--- src/rtl/vgaPkg.sv ---
// Shared constants, types and helpers for the barrel sprite stage.
//   - coordinate/colour widths, spawn point, roll edge limits, exit column
//   - level y table (levels 0..3) via level_y()
//   - barrel FSM state enum and the packed VGA timing/rgb bus payload
package vgaPkg;

  localparam int unsigned COORD_W  = 11;
  localparam int unsigned RGB_W    = 12;
  localparam int unsigned SPRITE_W = 5;
  localparam int unsigned ADDR_W   = 2 * SPRITE_W;

  localparam logic [COORD_W-1:0] SPAWN_X     = 11'd160;
  localparam logic [COORD_W-1:0] SPAWN_Y     = 11'd96;
  localparam logic [COORD_W-1:0] LEFT_LIMIT  = 11'd160;
  localparam logic [COORD_W-1:0] RIGHT_LIMIT = 11'd800;
  localparam logic [COORD_W-1:0] EXIT_X      = 11'd64;
  localparam logic [COORD_W-1:0] FALL_STEP   = 11'd4;
  localparam logic [COORD_W-1:0] SPRITE_SIZE = 11'd32;
  localparam logic [1:0]         LAST_LEVEL  = 2'd3;

  localparam logic [RGB_W-1:0] TRANSPARENT_RGB = 12'h000;

  typedef enum logic [1:0] {
    IDLE,
    ROLL_RIGHT,
    ROLL_LEFT,
    FALL
  } barrel_state_e;

  typedef struct packed {
    logic [COORD_W-1:0] vcount;
    logic               vsync;
    logic               vblnk;
    logic [COORD_W-1:0] hcount;
    logic               hsync;
    logic               hblnk;
    logic [RGB_W-1:0]   rgb;
  } vga_bus_t;

  // Platform top y for each of the four levels.
  function automatic logic [COORD_W-1:0] level_y(input logic [1:0] level);
    logic [COORD_W-1:0] y;
    y = 11'd96;
    case (level)
      2'd0: y = 11'd96;
      2'd1: y = 11'd340;
      2'd2: y = 11'd556;
      2'd3: y = 11'd684;
      default: y = 11'd96;
    endcase
    return y;
  endfunction

endpackage

--- src/rtl/vga_if.sv ---
// VGA timing + colour stream between display stages.
//   modport in  : consumer view (all fields input)
//   modport out : producer view (all fields output)
interface vga_if;
  logic [10:0] vcount;
  logic        vsync;
  logic        vblnk;
  logic [10:0] hcount;
  logic        hsync;
  logic        hblnk;
  logic [11:0] rgb;

  modport in  (input  vcount, vsync, vblnk, hcount, hsync, hblnk, rgb);
  modport out (output vcount, vsync, vblnk, hcount, hsync, hblnk, rgb);
endinterface

--- src/rtl/barrel_fsm.sv ---
// Barrel movement FSM: spawn counter, level tracking and sprite position.
// All updates happen on frame_tick_i; start_game_i low forces IDLE at once.
//   clk, rst (sync, active-low)
//   start_game_i, frame_tick_i       : control
//   state_o, x_o, y_o, active_o      : registered state / top-left position / valid
module barrel_fsm
  import vgaPkg::*;
#(
  parameter int unsigned SPAWN_FRAMES = 120,
  parameter int unsigned ROLL_STEP    = 2
) (
  input  logic               clk,
  input  logic               rst,
  input  logic               start_game_i,
  input  logic               frame_tick_i,
  output barrel_state_e      state_o,
  output logic [COORD_W-1:0] x_o,
  output logic [COORD_W-1:0] y_o,
  output logic               active_o
);

  localparam int unsigned CNT_W = $clog2(SPAWN_FRAMES + 1);
  localparam logic [COORD_W-1:0] STEP = COORD_W'(ROLL_STEP);

  barrel_state_e      state_q, state_d;
  logic [COORD_W-1:0] x_q, x_d, y_q, y_d;
  logic [CNT_W-1:0]   cnt_q, cnt_d;
  logic [1:0]         level_q, level_d;
  logic               active_q, active_d;

  // State register
  always_ff @(posedge clk) begin
    if (!rst) begin
      state_q  <= IDLE;
      x_q      <= '0;
      y_q      <= '0;
      cnt_q    <= '0;
      level_q  <= '0;
      active_q <= 1'b0;
    end else begin
      state_q  <= state_d;
      x_q      <= x_d;
      y_q      <= y_d;
      cnt_q    <= cnt_d;
      level_q  <= level_d;
      active_q <= active_d;
    end
  end

  // Next state; level_q is the current platform, or the target while falling
  always_comb begin
    state_d = state_q;
    x_d     = x_q;
    y_d     = y_q;
    cnt_d   = cnt_q;
    level_d = level_q;

    if (!start_game_i) begin
      state_d = IDLE;
      cnt_d   = '0;
    end else if (frame_tick_i) begin
      case (state_q)
        IDLE: begin
          if (cnt_q == CNT_W'(SPAWN_FRAMES - 1)) begin
            state_d = ROLL_RIGHT;
            x_d     = SPAWN_X;
            y_d     = SPAWN_Y;
            level_d = 2'd0;
            cnt_d   = '0;
          end else begin
            cnt_d = cnt_q + CNT_W'(1);
          end
        end
        ROLL_RIGHT: begin
          x_d = x_q + STEP;
          if (x_d >= RIGHT_LIMIT) begin
            state_d = FALL;
            level_d = level_q + 2'd1;
          end
        end
        ROLL_LEFT: begin
          // Saturate rather than wrap below zero
          x_d = (x_q >= STEP) ? (x_q - STEP) : '0;
          if (level_q == LAST_LEVEL) begin
            if (x_d <= EXIT_X) state_d = IDLE;
          end else if (x_d <= LEFT_LIMIT) begin
            state_d = FALL;
            level_d = level_q + 2'd1;
          end
        end
        FALL: begin
          y_d = y_q + FALL_STEP;
          if (y_d >= level_y(level_q)) begin
            y_d     = level_y(level_q);
            state_d = level_q[0] ? ROLL_LEFT : ROLL_RIGHT;
          end
        end
        default: state_d = IDLE;
      endcase
    end

    active_d = (state_d != IDLE);
  end

  assign state_o  = state_q;
  assign x_o      = x_q;
  assign y_o      = y_q;
  assign active_o = active_q;

endmodule

--- src/rtl/delay.sv ---
// Generic fixed-latency register pipeline.
//   clk, rst (sync, active-low) ; din[WIDTH] -> dout[WIDTH] after CLK_DEL clocks
module delay #(
  parameter int unsigned WIDTH   = 1,
  parameter int unsigned CLK_DEL = 1
) (
  input  logic             clk,
  input  logic             rst,
  input  logic [WIDTH-1:0] din,
  output logic [WIDTH-1:0] dout
);

  logic [WIDTH-1:0] pipe_q [CLK_DEL];

  always_ff @(posedge clk) begin
    if (!rst) begin
      for (int i = 0; i < int'(CLK_DEL); i++) pipe_q[i] <= '0;
    end else begin
      pipe_q[0] <= din;
      for (int i = 1; i < int'(CLK_DEL); i++) pipe_q[i] <= pipe_q[i-1];
    end
  end

  assign dout = pipe_q[CLK_DEL-1];

endmodule

--- src/rtl/barrel_control.sv ---
// Barrel sprite stage: moves a barrel down the platforms and overlays it on
// the VGA stream. Stream latency is 3 clocks (2-clock delay + output reg).
// Optional feature: define BARREL_MIRROR_EN to mirror sprite columns while
// rolling left.
//   clk, rst (sync, active-low), start_game
//   rgb_pixel  : sprite ROM data (one-cycle latency after pixel_addr)
//   pixel_addr : sprite ROM address {row, col}
//   in / out   : VGA timing + rgb stream
//   barrel_x, barrel_y, barrel_active : position and valid for collision logic
module barrel_control
  import vgaPkg::*;
#(
  parameter int unsigned SPAWN_FRAMES = 120,
  parameter int unsigned ROLL_STEP    = 2
) (
  input  logic               clk,
  input  logic               rst,
  input  logic               start_game,
  input  logic [RGB_W-1:0]   rgb_pixel,
  output logic [ADDR_W-1:0]  pixel_addr,
  vga_if.in                  in,
  vga_if.out                 out,
  output logic [COORD_W-1:0] barrel_x,
  output logic [COORD_W-1:0] barrel_y,
  output logic               barrel_active
);

  vga_bus_t           bus_in, bus_buf;
  barrel_state_e      state;
  logic [COORD_W-1:0] x, y;
  logic               origin_q, frame_tick_q;
  logic               origin_c, in_box_c, hit_c;
  logic [SPRITE_W-1:0] row_c, col_c;

  always_comb begin
    bus_in.vcount = in.vcount;
    bus_in.vsync  = in.vsync;
    bus_in.vblnk  = in.vblnk;
    bus_in.hcount = in.hcount;
    bus_in.hsync  = in.hsync;
    bus_in.hblnk  = in.hblnk;
    bus_in.rgb    = in.rgb;
  end

  delay #(
    .WIDTH   ($bits(vga_bus_t)),
    .CLK_DEL (2)
  ) u_delay (
    .clk  (clk),
    .rst  (rst),
    .din  (bus_in),
    .dout (bus_buf)
  );

  // One-clock pulse on arrival at the frame origin (edge-detected)
  assign origin_c = (in.vcount == '0) && (in.hcount == '0);

  always_ff @(posedge clk) begin
    if (!rst) begin
      origin_q     <= 1'b0;
      frame_tick_q <= 1'b0;
    end else begin
      origin_q     <= origin_c;
      frame_tick_q <= origin_c && !origin_q;
    end
  end

  barrel_fsm #(
    .SPAWN_FRAMES (SPAWN_FRAMES),
    .ROLL_STEP    (ROLL_STEP)
  ) u_fsm (
    .clk          (clk),
    .rst          (rst),
    .start_game_i (start_game),
    .frame_tick_i (frame_tick_q),
    .state_o      (state),
    .x_o          (x),
    .y_o          (y),
    .active_o     (barrel_active)
  );

  assign barrel_x = x;
  assign barrel_y = y;

  // ROM address from the undelayed stream so data lines up with the delayed one
  always_comb begin
    in_box_c = (in.hcount >= x) && (in.hcount < x + SPRITE_SIZE) &&
               (in.vcount >= y) && (in.vcount < y + SPRITE_SIZE);
    row_c    = SPRITE_W'(in.vcount - y);
    col_c    = SPRITE_W'(in.hcount - x);
`ifdef BARREL_MIRROR_EN
    if (state == ROLL_LEFT) col_c = 5'd31 - col_c;
`endif
  end

  always_ff @(posedge clk) begin
    if (!rst) begin
      pixel_addr <= '0;
    end else if (in_box_c) begin
      pixel_addr <= {row_c, col_c};
    end
  end

  // Sprite hit on the delayed stream
  assign hit_c = (state != IDLE) && start_game &&
                 !(bus_buf.hblnk || bus_buf.vblnk) &&
                 (bus_buf.hcount >= x) && (bus_buf.hcount < x + SPRITE_SIZE) &&
                 (bus_buf.vcount >= y) && (bus_buf.vcount < y + SPRITE_SIZE);

  always_ff @(posedge clk) begin
    if (!rst) begin
      out.vcount <= '0;
      out.vsync  <= 1'b0;
      out.vblnk  <= 1'b0;
      out.hcount <= '0;
      out.hsync  <= 1'b0;
      out.hblnk  <= 1'b0;
      out.rgb    <= '0;
    end else begin
      out.vcount <= bus_buf.vcount;
      out.vsync  <= bus_buf.vsync;
      out.vblnk  <= bus_buf.vblnk;
      out.hcount <= bus_buf.hcount;
      out.hsync  <= bus_buf.hsync;
      out.hblnk  <= bus_buf.hblnk;
      out.rgb    <= (hit_c && (rgb_pixel != TRANSPARENT_RGB)) ? rgb_pixel : bus_buf.rgb;
    end
  end

endmodule

--- src/flat_wrapper.sv ---
// flat-port wrapper written by rule: the top's interface ports become plain ports
module barrel_control_flat import vgaPkg::*;
#(
  parameter int unsigned SPAWN_FRAMES = 120,
  parameter int unsigned ROLL_STEP    = 2
)
  (clk, rst, start_game, rgb_pixel, pixel_addr, barrel_x, barrel_y, barrel_active, in_vcount, in_vsync, in_vblnk, in_hcount, in_hsync, in_hblnk, in_rgb, out_vcount, out_vsync, out_vblnk, out_hcount, out_hsync, out_hblnk, out_rgb);
  vga_if in_i ();
  vga_if out_i ();
  input  logic clk;
  input  logic rst;
  input  logic start_game;
  input  logic [RGB_W-1:0] rgb_pixel;
  output logic [ADDR_W-1:0] pixel_addr;
  output logic [COORD_W-1:0] barrel_x;
  output logic [COORD_W-1:0] barrel_y;
  output logic barrel_active;
  input wire logic [$bits(in_i.vcount)-1:0] in_vcount;
  input wire logic [$bits(in_i.vsync)-1:0] in_vsync;
  input wire logic [$bits(in_i.vblnk)-1:0] in_vblnk;
  input wire logic [$bits(in_i.hcount)-1:0] in_hcount;
  input wire logic [$bits(in_i.hsync)-1:0] in_hsync;
  input wire logic [$bits(in_i.hblnk)-1:0] in_hblnk;
  input wire logic [$bits(in_i.rgb)-1:0] in_rgb;
  output wire logic [$bits(out_i.vcount)-1:0] out_vcount;
  output wire logic [$bits(out_i.vsync)-1:0] out_vsync;
  output wire logic [$bits(out_i.vblnk)-1:0] out_vblnk;
  output wire logic [$bits(out_i.hcount)-1:0] out_hcount;
  output wire logic [$bits(out_i.hsync)-1:0] out_hsync;
  output wire logic [$bits(out_i.hblnk)-1:0] out_hblnk;
  output wire logic [$bits(out_i.rgb)-1:0] out_rgb;
  assign in_i.vcount = in_vcount;
  assign in_i.vsync = in_vsync;
  assign in_i.vblnk = in_vblnk;
  assign in_i.hcount = in_hcount;
  assign in_i.hsync = in_hsync;
  assign in_i.hblnk = in_hblnk;
  assign in_i.rgb = in_rgb;
  assign out_vcount = out_i.vcount;
  assign out_vsync = out_i.vsync;
  assign out_vblnk = out_i.vblnk;
  assign out_hcount = out_i.hcount;
  assign out_hsync = out_i.hsync;
  assign out_hblnk = out_i.hblnk;
  assign out_rgb = out_i.rgb;
  barrel_control #(.SPAWN_FRAMES(SPAWN_FRAMES), .ROLL_STEP(ROLL_STEP)) u_core (.clk(clk), .rst(rst), .start_game(start_game), .rgb_pixel(rgb_pixel), .pixel_addr(pixel_addr), .in(in_i), .out(out_i), .barrel_x(barrel_x), .barrel_y(barrel_y), .barrel_active(barrel_active));
endmodule
--- config.mk ---
export PLATFORM = sky130hd
export DESIGN_NAME = barrel_control_flat
export DESIGN_NICKNAME = d
export VERILOG_FILES = /design/src/rtl/vgaPkg.sv /design/src/rtl/vga_if.sv /design/src/rtl/barrel_fsm.sv /design/src/rtl/delay.sv /design/src/rtl/barrel_control.sv /design/src/flat_wrapper.sv
export SDC_FILE = /design/constraint.sdc
export NUM_CORES = 1
export LEC_CHECK = 0
export BUFFER_PORTS_ARGS = -buffer_cell sky130_fd_sc_hd__buf_2
export CAP_MARGIN = 15
export CORE_MARGIN = 2
export CORE_UTILIZATION = 40
export CTS_BUF_LIST = sky130_fd_sc_hd__clkbuf_8
export DETAILED_ROUTE_END_ITERATION = 6
export PLACE_DENSITY = 0.62
export SYNTH_ARGS = -nofsm -noshare
export SYNTH_HDL_FRONTEND = slang
export SYNTH_SLANG_ARGS = --single-unit
--- constraint.sdc ---
create_clock -name clk -period 7.9 [get_ports clk]
set_input_delay 1.185 -clock clk [delete_from_list [all_inputs] [get_ports clk]]
set_output_delay 1.185 -clock clk [all_outputs]
set_load 0.01 [all_outputs]
==> metrics.txt <==
run status finished clean; I/O Buffers approximately 120; total core area between 15000 and 20000 um^2; H-tree levels 4; post-DR wirelength/cell 16.02 um; clock sink total between 150 and 200; EDFF count, synth 0; CP max FO 15; pwr dens 170.4 nW/um^2; predominant post-synthesis flop cell dfxtp_1; Max clock buf depth 2; met1 Use GR 24.98%; fmax between 0.3 and 0.4 GHz; top cell type's share of synthesized area around two fifths; fin. max-slew vios 0; first-pass GRT wire length around 32000 um; Final min period about 3.3 ns; post-synth cell types 71; average size of a mapped cell between 9 and 10 um^2; Tcrit/Tclk final a little over two fifths; placed cell area a little under 9000 um^2; initial antenna violation count 0; cell area after layout just over 9000 um^2; total CTS buffers 17; Die X ~150 um; synth cell count leaders dfxtp_1, and2_1, ha_1; wirelength, routed ~20000 um; Ports 124; CTS resizes 0; die height approximately 150 um; Total GRT Usage 18.83%; HP Class reg -> reg; Final Core Density a little under half; Setup CP Type reg -> reg; DRC 0; root buffer cell clkbuf_8; Fin. Hold Viols 0; most common cell in the netlist dfxtp_1; GRT overflow 0; Synth Register Bits around 160; Slew Limit Headroom 34.84%; CP arrival ~3.7 ns; ys async rst share 0%; WP data required 8.29 ns; clk_lat worst skew roughly 0.46 ns; Synth area leaders dfxtp_1, ha_1, and2_1; CP bufs+invs 0; Initial DRT Pass Iterations 5; LEAKAGE ~4 nW; largest net degree at the start of global routing between 100 and 150; vias in the first global route ~6300; nets about 1100; Detail Placement HPWL 15030 um; Vias per Instance 5.194; area growth from synthesis to layout 14.64%; slowest CP cell dfxtp_1; Startpoint Class flip-flop; Slowest Stage Delay on Critical Path around 0.65 ns; via count between 6000 and 7000; VDD IR max 0.1176 mV; CTS tree done; Inserted Diodes 0; crit path cell chain ha_1, nand3_1, xnor2_1, ha_1, and4_1, a211oi_1, nand3_1, a31oi_1, and4bb_2, mux2i_1; gr busiest metal met2; DRT iter0 DRCs around 500; Hold Buf Count CTS 0; Worst-Margin Slew 0.9774 ns; remaining antenna violation count 0; GRT met2 Usage between 30% and 40%; Starting Density between 40% and 50%; Setup-failing EPs final 0; post-synthesis sequential area ratio between 30% and 40%; Worst-path clk slew approximately 0.1 ns; Layout Skew roughly 0.014 ns; Post-CTS Setup Inserts 0; synth warn 0; Post-Syn Area between 8000 and 9000 um^2; Maximum Capacitance Violations 0; layout cells sized above 1 about 17%; synthesized instance count around 870; Setup TNS 0 ns; post-synth top area cell dfxtp_1; unrepaired setup endpoints after global routing no; RePlAce Congestion roughly 0.91; met3 GRT Util 5.344%; CP top delay family simple AND/OR/NAND/NOR gates; Std-Cell Rows between 50 and 60; Critical Path End Type flip-flop; Die Footprint between 20000 and 25000 um^2
[state kept, by name (all words and copies together) (netlist names)]
name,flops
u_core.u_fsm.active_o,1
u_core.u_delay.pipe_q,76
u_core.frame_tick_q,1
u_core.out.hsync,1
u_core.pixel_addr,10
u_core.u_fsm.state_o,2
u_core.out.vsync,1
u_core.out.vcount,11
u_core.u_fsm.level_q,2
u_core.out.vblnk,1
u_core.u_fsm.y_o,9
u_core.u_fsm.x_o,11
u_core.out.hcount,11
u_core.out.rgb,12
u_core.out.hblnk,1
u_core.u_fsm.cnt_q,7
u_core.origin_q,1
[worst register-to-register path: cells and delay by family, from the launching register on]
| kind | cells | cell delay (ns) |
|---|---|---|
| AND/OR/NAND/NOR | 4 | 0.97 |
| flip-flops | 1 | 0.65 |
| adder cells (fa/ha/maj) | 2 | 0.63 |
| AO/OA/AOI/OAI | 2 | 0.39 |
| XOR/XNOR | 1 | 0.33 |
| multiplexers | 1 | 0.26 |
[routing by layer]
| metal | vias to the layer above | share of wire [%] |
|---|---|---|
| li1 | 3250 | - |
| met1 | 3023 | 46 |
| met2 | 203 | 46 |
| met3 | 22 | 6.5 |
| met4 | 0 | 1.3 |
| met5 | - | 0 |
[metrics by stage]
step	hold slack, ns	setup slack (ns)	power, W	instances
floorplan	0.3761	5.052	0.0009190	869
global placement	0.3787	4.566	0.0009637	1219
detailed placement	0.3841	4.512	0.0009648	1219
CTS	0.4004	4.626	0.001601	1251
global route	0.4059	4.344	0.001646	1251
finish	0.4058	4.612	0.001578	1251
[final timing paths]
kind,startpoint,endpoint,slack (ns),depth (start not counted)
worst min register to register,u_core.origin_q,u_core.frame_tick_q,0.41,1
worst max-delay path,u_core.u_fsm.x_o[5],u_core.out.rgb[5],4.61,10
worst max register to register,u_core.u_fsm.x_o[5],u_core.out.rgb[5],4.61,10
worst min-delay path,u_core.origin_q,u_core.frame_tick_q,0.41,1
[report_power, final]
group / total (W) / switching (W) / leakage [nW] / internal, W
Combinational: 0.000117 / 0.0000633 / 2.52 / 0.0000540
Clock: 0.000632 / 0.000354 / 0.214 / 0.000278
Sequential: 0.000829 / 0.00000880 / 1.29 / 0.000820
[cell usage in the layout (no fill, tap or decap), types with 5 or more instances in the layout]
| cell type | count |
|---|---|
| a31oi_1 | 5 |
| ha_1 | 91 |
| inv_6 | 5 |
| xnor2_1 | 28 |
| a21oi_1 | 31 |
| nand4_1 | 15 |
| inv_8 | 5 |
| o211ai_1 | 9 |
| nor2_1 | 33 |
| mux2i_1 | 26 |
| a21boi_0 | 5 |
| a221oi_1 | 5 |
| o21ai_0 | 24 |
| o21a_1 | 12 |
| nor2b_1 | 14 |
| a21o_1 | 12 |
| nor3_1 | 13 |
| nand3_1 | 24 |
| nor4_1 | 10 |
| and2_1 | 107 |
| clkbuf_8 | 18 |
| xor2_1 | 5 |
| buf_2 | 120 |
| dfxtp_1 | 158 |
| nand2_1 | 75 |
| inv_1 | 44 |
[final cells by class]
| type | count | area (um^2) |
|---|---|---|
| fill | 1955 | 10400 |
| tap | 265 | 331.6 |
| multi-input combinational | 627 | 4553 |
| inverter | 46 | 172.7 |
| timing repair buffer | 123 | 623.1 |
| clock buffer | 18 | 247.7 |
| sequential | 158 | 3163 |
| clock inverter | 14 | 167.7 |
[cell families (layout without fill, tap and decap cells)]
kind of cell,count (synthesis),after routing,synth area share [%]
muxes,26,26,3.222
and+or+nand+nor,318,318,21.36
xor gates and xnor gates,33,33,3.579
DFF,158,158,39.16
other,2,4,0.09299
buffers and inverters,84,201,4.555
AOI/OAI and AO/OA,154,154,13.68
adders and majority gates,92,92,14.35
(Power assumes the default switching activity.)
